--- config.mk ---
export PLATFORM = sky130hd
export DESIGN_NAME = vga_capture_flat
export DESIGN_NICKNAME = d
export VERILOG_FILES = /design/src/rtl/vga_capture_if.sv /design/src/rtl/vga_capture.sv /design/src/flat_wrapper.sv
export SDC_FILE = /design/constraint.sdc
export NUM_CORES = 1
export LEC_CHECK = 0
export CAP_MARGIN = 20
export CORE_ASPECT_RATIO = 1.5
export CORE_UTILIZATION = 45
export DETAILED_ROUTE_END_ITERATION = 8
export GPL_TIMING_DRIVEN = 0
export PLACE_DENSITY = 0.69
export SLEW_MARGIN = 20
export SYNTH_ARGS = -nofsm -noshare
export SYNTH_HDL_FRONTEND = slang
export SYNTH_SLANG_ARGS = --single-unit
export TNS_END_PERCENT = 5
--- constraint.sdc ---
create_clock -name clk -period 3.1 [get_ports clk]
set_input_delay 0.775 -clock clk [delete_from_list [all_inputs] [get_ports clk]]
set_output_delay 0.775 -clock clk [all_outputs]
set_load 0.05 [all_outputs]
--- src/rtl/vga_capture_if.sv ---
// vga_capture_if: VGA receive-side bundle (sync/colour in, captured pixels and status out)
// master: drives HSync, VSync, RED, GREEN, BLUE; observes the capture outputs
// slave:  the capture block; samples video, drives pix_*, frame_start, locked, *_err
interface vga_capture_if;
  logic        HSync;
  logic        VSync;
  logic [3:0]  RED;
  logic [3:0]  GREEN;
  logic [3:0]  BLUE;
  logic        pix_valid;
  logic [9:0]  pix_x;
  logic [8:0]  pix_y;
  logic [11:0] pix_data;
  logic        frame_start;
  logic        locked;
  logic        hs_err;
  logic        vs_err;
  logic        blank_err;
  modport master (
    output HSync, VSync, RED, GREEN, BLUE,
    input  pix_valid, pix_x, pix_y, pix_data, frame_start, locked, hs_err, vs_err, blank_err
  );
  modport slave (
    input  HSync, VSync, RED, GREEN, BLUE,
    output pix_valid, pix_x, pix_y, pix_data, frame_start, locked, hs_err, vs_err, blank_err
  );
endinterface

--- src/rtl/vga_capture.sv ---
// vga_capture: VGA sink that recovers position, locks to frame timing and emits active pixels
// clk/rst_n: pixel clock, async active-low reset
// vif (slave): HSync/VSync/RED/GREEN/BLUE in; pix_valid/pix_x/pix_y/pix_data, frame_start,
//   locked, hs_err, vs_err, blank_err out
// Optional: define VGA_CAP_BLANK_CHECK_EN to flag nonzero colour in blanking while locked
module vga_capture #(
  parameter int H_SYNC   = 96,
  parameter int H_BP     = 48,
  parameter int H_ACTIVE = 640,
  parameter int H_FP     = 16,
  parameter int V_SYNC   = 2,
  parameter int V_BP     = 33,
  parameter int V_ACTIVE = 480,
  parameter int V_FP     = 10
) (
  input logic clk,
  input logic rst_n,
  vga_capture_if.slave vif
);
  localparam logic [9:0] HA0     = 10'(H_SYNC + H_BP);
  localparam logic [9:0] HA1     = 10'(H_SYNC + H_BP + H_ACTIVE);
  localparam logic [9:0] VA0     = 10'(V_SYNC + V_BP);
  localparam logic [9:0] VA1     = 10'(V_SYNC + V_BP + V_ACTIVE);
  localparam logic [9:0] H_LAST  = 10'(H_SYNC + H_BP + H_ACTIVE + H_FP - 1);
  localparam logic [9:0] V_LAST  = 10'(V_SYNC + V_BP + V_ACTIVE + V_FP - 1);
  localparam logic [9:0] HS_LAST = 10'(H_SYNC - 1);
  localparam logic [9:0] VS_LAST = 10'(V_SYNC - 1);
  typedef enum logic [1:0] {UNLOCKED, CHECK, LOCKED} state_t;
  state_t state;
  logic hs1, hs2, vs1, vs2;
  logic [11:0] rgb1, rgb2;
  logic [9:0] hcnt, vcnt;
  logic h_seen, v_seen, frame_err;
  logic hs_fall, hs_rise, vs_fall, vs_rise, h_bad, v_bad, err, active;
  // hcnt/vcnt describe the s2 sample; edges compare s1 against s2. Checks are
  // suppressed until the matching sync edge has been seen since reset/unlock.
  always_comb begin
    hs_fall = hs2 & ~hs1;
    hs_rise = ~hs2 & hs1;
    vs_fall = vs2 & ~vs1;
    vs_rise = ~vs2 & vs1;
    h_bad   = h_seen & ((hs_rise & (hcnt != HS_LAST)) | (hs_fall & (hcnt != H_LAST)));
    v_bad   = v_seen & ((vs_rise & (vcnt != VS_LAST)) | (vs_fall & (vcnt != V_LAST)));
    err     = h_bad | v_bad;
    active  = (hcnt >= HA0) & (hcnt < HA1) & (vcnt >= VA0) & (vcnt < VA1);
  end
  assign vif.locked = state == LOCKED;
  always_ff @(posedge clk or negedge rst_n)
    if (!rst_n) begin
      {hs1, hs2, vs1, vs2} <= '1;
      {rgb1, rgb2}         <= '0;
      {hcnt, vcnt}         <= '0;
      {h_seen, v_seen}     <= '0;
      frame_err            <= 1'b0;
      state                <= UNLOCKED;
      vif.frame_start      <= 1'b0;
      vif.hs_err           <= 1'b0;
      vif.vs_err           <= 1'b0;
      vif.pix_valid        <= 1'b0;
      vif.pix_x            <= '0;
      vif.pix_y            <= '0;
      vif.pix_data         <= '0;
    end else begin
      hs1             <= vif.HSync;
      hs2             <= hs1;
      vs1             <= vif.VSync;
      vs2             <= vs1;
      rgb1            <= {vif.RED, vif.GREEN, vif.BLUE};
      rgb2            <= rgb1;
      hcnt            <= hs_fall ? '0 : hcnt + {9'd0, ~&hcnt};
      vcnt            <= vs_fall ? '0 : vcnt + {9'd0, hs_fall & ~&vcnt};
      vif.hs_err      <= h_bad;
      vif.vs_err      <= v_bad;
      vif.frame_start <= 1'b0;
      h_seen          <= h_seen | hs_fall;
      v_seen          <= v_seen | vs_fall;
      case (state)
        UNLOCKED: if (vs_fall) begin
          state     <= CHECK;
          frame_err <= 1'b0;
        end
        CHECK: if (vs_fall) begin
          if (!(frame_err | err)) begin
            state           <= LOCKED;
            vif.frame_start <= 1'b1;
          end
          frame_err <= 1'b0;
        end else frame_err <= frame_err | err;
        LOCKED: if (err) begin
          state  <= UNLOCKED;
          h_seen <= 1'b0;
          v_seen <= 1'b0;
        end else if (vs_fall) vif.frame_start <= 1'b1;
        default: state <= UNLOCKED;
      endcase
      vif.pix_valid <= (state == LOCKED) & active;
      vif.pix_x     <= hcnt - HA0;
      vif.pix_y     <= 9'(vcnt - VA0);
      vif.pix_data  <= rgb2;
    end
`ifdef VGA_CAP_BLANK_CHECK_EN
  always_ff @(posedge clk or negedge rst_n)
    if (!rst_n) vif.blank_err <= 1'b0;
    else vif.blank_err <= (state == LOCKED) & ~active & (|rgb2);
`else
  assign vif.blank_err = 1'b0;
`endif
endmodule

--- src/flat_wrapper.sv ---
// flat-port wrapper written by rule: the top's interface ports become plain ports
module vga_capture_flat 
#(
  parameter int H_SYNC   = 96,
  parameter int H_BP     = 48,
  parameter int H_ACTIVE = 640,
  parameter int H_FP     = 16,
  parameter int V_SYNC   = 2,
  parameter int V_BP     = 33,
  parameter int V_ACTIVE = 480,
  parameter int V_FP     = 10
)
  (clk, rst_n, vif_HSync, vif_VSync, vif_RED, vif_GREEN, vif_BLUE, vif_pix_valid, vif_pix_x, vif_pix_y, vif_pix_data, vif_frame_start, vif_locked, vif_hs_err, vif_vs_err, vif_blank_err);
  vga_capture_if vif_i ();
  input logic clk;
  input logic rst_n;
  input wire logic [$bits(vif_i.HSync)-1:0] vif_HSync;
  input wire logic [$bits(vif_i.VSync)-1:0] vif_VSync;
  input wire logic [$bits(vif_i.RED)-1:0] vif_RED;
  input wire logic [$bits(vif_i.GREEN)-1:0] vif_GREEN;
  input wire logic [$bits(vif_i.BLUE)-1:0] vif_BLUE;
  output wire logic [$bits(vif_i.pix_valid)-1:0] vif_pix_valid;
  output wire logic [$bits(vif_i.pix_x)-1:0] vif_pix_x;
  output wire logic [$bits(vif_i.pix_y)-1:0] vif_pix_y;
  output wire logic [$bits(vif_i.pix_data)-1:0] vif_pix_data;
  output wire logic [$bits(vif_i.frame_start)-1:0] vif_frame_start;
  output wire logic [$bits(vif_i.locked)-1:0] vif_locked;
  output wire logic [$bits(vif_i.hs_err)-1:0] vif_hs_err;
  output wire logic [$bits(vif_i.vs_err)-1:0] vif_vs_err;
  output wire logic [$bits(vif_i.blank_err)-1:0] vif_blank_err;
  assign vif_i.HSync = vif_HSync;
  assign vif_i.VSync = vif_VSync;
  assign vif_i.RED = vif_RED;
  assign vif_i.GREEN = vif_GREEN;
  assign vif_i.BLUE = vif_BLUE;
  assign vif_pix_valid = vif_i.pix_valid;
  assign vif_pix_x = vif_i.pix_x;
  assign vif_pix_y = vif_i.pix_y;
  assign vif_pix_data = vif_i.pix_data;
  assign vif_frame_start = vif_i.frame_start;
  assign vif_locked = vif_i.locked;
  assign vif_hs_err = vif_i.hs_err;
  assign vif_vs_err = vif_i.vs_err;
  assign vif_blank_err = vif_i.blank_err;
  vga_capture #(.H_SYNC(H_SYNC), .H_BP(H_BP), .H_ACTIVE(H_ACTIVE), .H_FP(H_FP), .V_SYNC(V_SYNC), .V_BP(V_BP), .V_ACTIVE(V_ACTIVE), .V_FP(V_FP)) u_core (.clk(clk), .rst_n(rst_n), .vif(vif_i));
endmodule
## After elaboration in Yosys (flattened, before gate mapping)

Index checks and enable logic that the tools add are counted.

| word-level totals | value |
|---|---|
| output and inout port bits | 37 |
| word-level logic and storage cells | 89 |
| register bits | 88 |
| bits of input ports | 16 |

| operators by class | value |
|---|---|
| add/subtract/negate cells | 4 |
| reduce and logical (&&, ||, !) cells | 8 |
| bitwise operators | 25 |
| eq/ne operators | 10 |
| multiplexer cells | 19 |
| order comparisons | 4 |

Operator list:

| cell | count |
|---|---|
| adder 10 x 1 -> 10 bit | 2 |
| less-than comparator 10 bit, second input constant | 2 |
| 2-to-1 mux 10 bit | 2 |
| inequality test 10 bit, second input constant | 2 |
| AND reduction 10 bit | 2 |
| bitwise AND 1 bit | 15 |
| greater-or-equal comparator 10 x 6 -> 1 bit, second input constant | 1 |
| greater-or-equal comparator 10 x 8 -> 1 bit, second input constant | 1 |
| 2-to-1 mux 1 bit | 10 |
| inequality test 10 x 1 -> 1 bit, second input constant | 1 |
| inequality test 10 x 7 -> 1 bit, second input constant | 1 |
| subtractor 10 x 8 -> 10 bit, second input constant | 1 |
| subtractor 9 x 6 -> 9 bit, second input constant | 1 |
| 2-to-1 mux 2 bit | 4 |
| inequality test 2 x 1 -> 1 bit, second input constant | 3 |
| bitwise OR 1 bit | 6 |
| case mux 2 bit (3 select lines) | 1 |
| NOT 1 bit | 4 |
| case mux 1 bit (2 select lines) | 2 |
| AND reduction 4 bit | 1 |
| equality test 2 x 1 -> 1 bit, second input constant | 1 |
| equality test 2 bit, second input constant | 1 |
| logical NOT 1 bit | 2 |
| logical NOT 2 bit | 1 |
| 3 further kinds | 3 |

## Longest topological paths before layout

| depth | value |
|---|---|
| depth after elaboration | 10 |
| mapped depth | 9 |

## Least setup slack after synthesis

No wires, ideal clock.

| path | value |
|---|---|
| path type | reg-to-reg |
| start | register u_core.hs2 |
| end | register u_core.vcnt[8] |
| data arrival time | 2136 ps |
| clock period less this slack | 2215 ps |
| cell stages (with the launch flop) | 10 |
| library setup time | 78 ps |
| required time | 3022 ps |
| setup slack | 885 ps |
| cells stage by stage | dfstp_2 > nor2b_1 > clkbuf_1 > inv_1 > a31oi_1 > ha_1 > ha_1 > nand3_1 > or3_1 > a21oi_1 |

| between the ends | value |
|---|---|
| cells in the longest elaborated chain, start to end | 4 |

RTL lines:

| item | line | RTL |
|---|---|---|
| from (decl) | vga_capture.sv:30 | `logic hs1, hs2, vs1, vs2;` |
| from (signal assigned) | vga_capture.sv:65 | `hs2 <= hs1;` |
| bitwise AND 1 bit | vga_capture.sv:38 | `hs_fall = hs2 & ~hs1;` |
| bitwise AND 1 bit | vga_capture.sv:71 | `vcnt <= vs_fall ? '0 : vcnt + {9'd0, hs_fall & ~&vcnt};` |
| adder 10 x 1 -> 10 bit | vga_capture.sv:71 |  |
| 2-to-1 mux 10 bit | vga_capture.sv:71 |  |
| to (signal assigned) | vga_capture.sv:71 |  |
| to (decl) | vga_capture.sv:32 | `logic [9:0] hcnt, vcnt;` |

No other way between the ends.
A chain may end at the register's enable or synchronous reset.

## Worst setup path in the final report

| path | value |
|---|---|
| start | register u_core.state[0] |
| end | output vif_locked |

| between the ends | value |
|---|---|
| cells in the longest elaborated chain, start to end | 1 |

RTL lines:

| item | line | RTL |
|---|---|---|
| from (decl) | vga_capture.sv:29 | `state_t state;` |
| from (signal assigned) | vga_capture.sv:55 | `state <= UNLOCKED;` |
| from (signal assigned) | vga_capture.sv:79 | `state <= CHECK;` |
| from (signal assigned) | vga_capture.sv:84 | `state <= LOCKED;` |
| equality test 2 bit | vga_capture.sv:47 | `assign vif.locked = state == LOCKED;` |
| to (decl) | flat_wrapper.sv:27 | `output wire logic [$bits(vif_i.locked)-1:0] vif_locked;` |

No other way between the ends.

==> run_results.csv <==
group,metric,value,unit
worst_hold_path,hp-class,"input port to async pin",
yosys,synth_edf_count,0,
power,powerDensity,675,mW/mm^2
timing,max_slew_margin,64.0,%
timing,worst_pin_slew,538,ps
timing,final_hold_viol_count,0,
route,drtIter0Drc,125,
status,status,"complete, no violations",
yosys,ys_seq_elements,88,
clock_tree,cts_tree,"built",
worst_setup_path,end_kind,"output port",
clock_tree,cts_inserted_buffers,9,
yosys,async_flop_share,100,%
yosys,yosysWarnings,0,
worst_setup_path,criticalPathCategory,"flop to output port",
worst_setup_path,worst_setup_path_start_kind,"flop",
placement,io_buffers,51,
cells_and_area,seq_area,0.00221,mm^2
yosys,syn-instance-count,253,
floorplan,die_y,107,um
timing,min_period_over_period,89.9,%
clock_tree,clock_latency,360,ps
floorplan,core,0.00694,mm^2
grt,grt_max_degree,57,
worst_setup_path,crit_slowest_cell,"clkdlybuf4s50_1",
clock_tree,clk_transition_reported_paths,90,ps
placement,dp_hpwl,3890,um
timing,finalCriticalPeriod,2790,ps
worst_setup_path,ff2ff_setup_slack,500,ps
route,via_per_inst,5.14,
cells_and_area,multi_input_area,970,um^2
job,drv_cap,0,
floorplan,io_pins,53,
cells_and_area,drive_above_1_share,8.72,%
worst_setup_path,arrival,2010,ps
clock_tree,cts_resized,0,
yosys,yosys.area.top_type_share,64.1,%
clock_tree,clock-sinks,88,
grt,grt_antenna_before_repair,0,
grt,grt_pass1_wl,9110,um
cells_and_area,n_antenna_cell,0,
timing,max_freq,359,MHz
floorplan,rows,37,
worst_setup_path,crit_chain,"inv_1, ha_1, clkdlybuf4s50_1",
placement,preCtsSetupSlack,467,ps
yosys,synth_top_area_cell,"dfrtp_1",
timing,worst_slack,312,ps
route,dr.pass1.iters,6,
yosys,ys_seq_area_share,67.3,%
clock_tree,clockBufferDepth,2,
worst_setup_path,cp_max_fo,7,
floorplan,die-area,0.00764,mm^2
clock_tree,hold_buffers,0,
clock_tree,cts_root_buf,"clkbuf_8",
clock_tree,post_cts_buffers,0,
cells_and_area,area_growth,24.9,%
placement,place_congestion,0.836,
route,wl,5460,um
yosys,synthFlopType,"dfrtp_1",
worst_setup_path,crit_path_max_incr_delay,850,ps
yosys,ys_top_cells_by_area,"dfrtp_1 64%, ha_1 5.0%, xor2_1 4.3%",
cells_and_area,final_cells,399,
power,p_leak,1.80,nW
route,wl_per_cell,13.7,um
timing,final_max_slew_viol_count,0,
cells_and_area,fillers,595,
placement,dpl.cell_count,383,
yosys,syn_avg_cell_area,13.0,um^2
yosys,synth_fp_nets,282,
grt,grt-ovfl-total,0,
timing,setup_viol,0,
timing,finClkSkew,7.33,ps
grt,grtUsageTotal,16.3,%
power,worst_ir_drop_vdd,0.314,mV
yosys,ys_types,39,
timing,rsz0062_at_grt,"false",
worst_setup_path,crit_required,2320,ps
yosys,synth.cell_area,0.00328,mm^2
route,route.detailed.drc,0,
clock_tree,htree_levels,3,
route,dr_total_vias,2050,
cells_and_area,nNetsFinal,345,
floorplan,die_x,71.7,um
route,drtAntennaViolNets,0,
grt,first_global_vias,2018,
floorplan,start_util,47.2,%
==> area by class of cell <==
cell class | instances | area share (%)
flip-flops and latches | 88 | 53.9
multi-input cells | 142 | 23.7
repair buffers | 52 | 13.1
clock buffers | 11 | 3.45
well taps | 78 | 2.38
plain buffers | 12 | 1.47
clock inverters | 5 | 1.04
inverters | 11 | 1.01
==> cell usage after synthesis (all sizes together) (5+ instances only) <==
cell type / instances
nand2: 11
nor2: 21
buf: 5
clkbuf: 7
ha: 13
a21oi: 8
o21ai: 9
xor2: 16
dfrtp: 84
inv: 11
xnor2: 7
nor2b: 6
or3: 7
nand3: 7
==> stage by stage <==
step | hold slack (ps) | power [mW] | area (um^2) | TNS (ps) | util (%)
after floorplan | 331 | 1.83 | 3280 | 0 | -
after global placement | 331 | 2.04 | 3890 | -145680 | 56.0
after detailed placement | 335 | 2.07 | 3910 | 0 | 56.3
after CTS | 350 | 2.80 | 4100 | 0 | 59.0
after global routing | 358 | 2.90 | 4100 | 0 | 59.0
final | 345 | 2.76 | 4100 | 0 | 59.0
==> cells by family (layout without fill, tap and decap cells) <==
| family | Yosys count | in the layout | synth area share, % |
|---|---|---|---|
| compound gates | 31 | 31 | 6.22 |
| simple gates | 73 | 73 | 11.8 |
| other cells | 1 | 1 | 0.114 |
| xor+xnor | 23 | 23 | 6.14 |
| flops | 88 | 88 | 67.3 |
| buf+inv | 23 | 91 | 3.09 |
| mux | 1 | 1 | 0.343 |
| fa+ha+maj | 13 | 13 | 4.96 |
==> placed cells by master, fill, tap and decap left out, types with 2 or more instances in the layout <==
| cell | instances |
|---|---|
| nor4_1 | 3 |
| and3_1 | 4 |
| dfrtp_1 | 84 |
| or3_1 | 7 |
| buf_4 | 2 |
| buf_2 | 3 |
| clkbuf_8 | 10 |
| clkdlybuf4s50_1 | 50 |
| inv_1 | 11 |
| nor3_1 | 3 |
| nand2b_1 | 3 |
| xnor2_1 | 7 |
| clkinv_4 | 4 |
| o21ai_0 | 9 |
| dfstp_2 | 4 |
| a21oi_1 | 8 |
| nor2b_1 | 6 |
| nand3b_1 | 2 |
| nand3_1 | 7 |
| ha_1 | 13 |
| o21a_1 | 3 |
| a41oi_1 | 2 |
| xor2_1 | 16 |
| clkbuf_1 | 8 |
| nand4_1 | 3 |
| nor2_1 | 21 |
| nand2_1 | 11 |
==> power by group <==
part	total [mW]	switching, mW	internal (mW)
Sequential	1.36	0.0801	1.28
Combinational	0.686	0.438	0.248
Clock	0.716	0.398	0.318
Total	2.76	0.917	1.85
==> routing by layer <==
metal	GRT usage, %	routed length [um]
met1	17.4	2120
met2	27.2	2870
met3	2.65	144
met4	14.7	323
met5	0	0
==> worst max-delay path: cells and delay by family, from the launching register on <==
family	cells	cell delay, ps
adders and majority gates	1	310
buffers and inverters	2	940
DFF	1	400
==> state kept, by name (all words and copies together) (netlist names), 2 cells and up <==
register / count
u_core.rgb1: 12
u_core.rgb2: 12
u_core.vif.pix_data: 12
u_core.hcnt: 10
u_core.vcnt: 10
u_core.vif.pix_x: 10
u_core.vif.pix_y: 9
u_core.state: 2
==> final timing paths <==
| path | start | to | depth (start not counted) |
|---|---|---|---|
| max reg2reg | u_core.hs2 | u_core.vcnt[6] | 9 |
| min reg2reg | u_core.rgb2[10] | u_core.vif.pix_data[10] | 0 |
| min in group clk | u_core.rgb2[10] | u_core.vif.pix_data[10] | 0 |
| min | rst_n | u_core.rgb2[3] | 1 |
| max | u_core.state[0] | vif_locked | 3 |
| max in group asynchronous | rst_n | u_core.vif.pix_x[4] | 2 |
(Power assumes the default switching activity.)
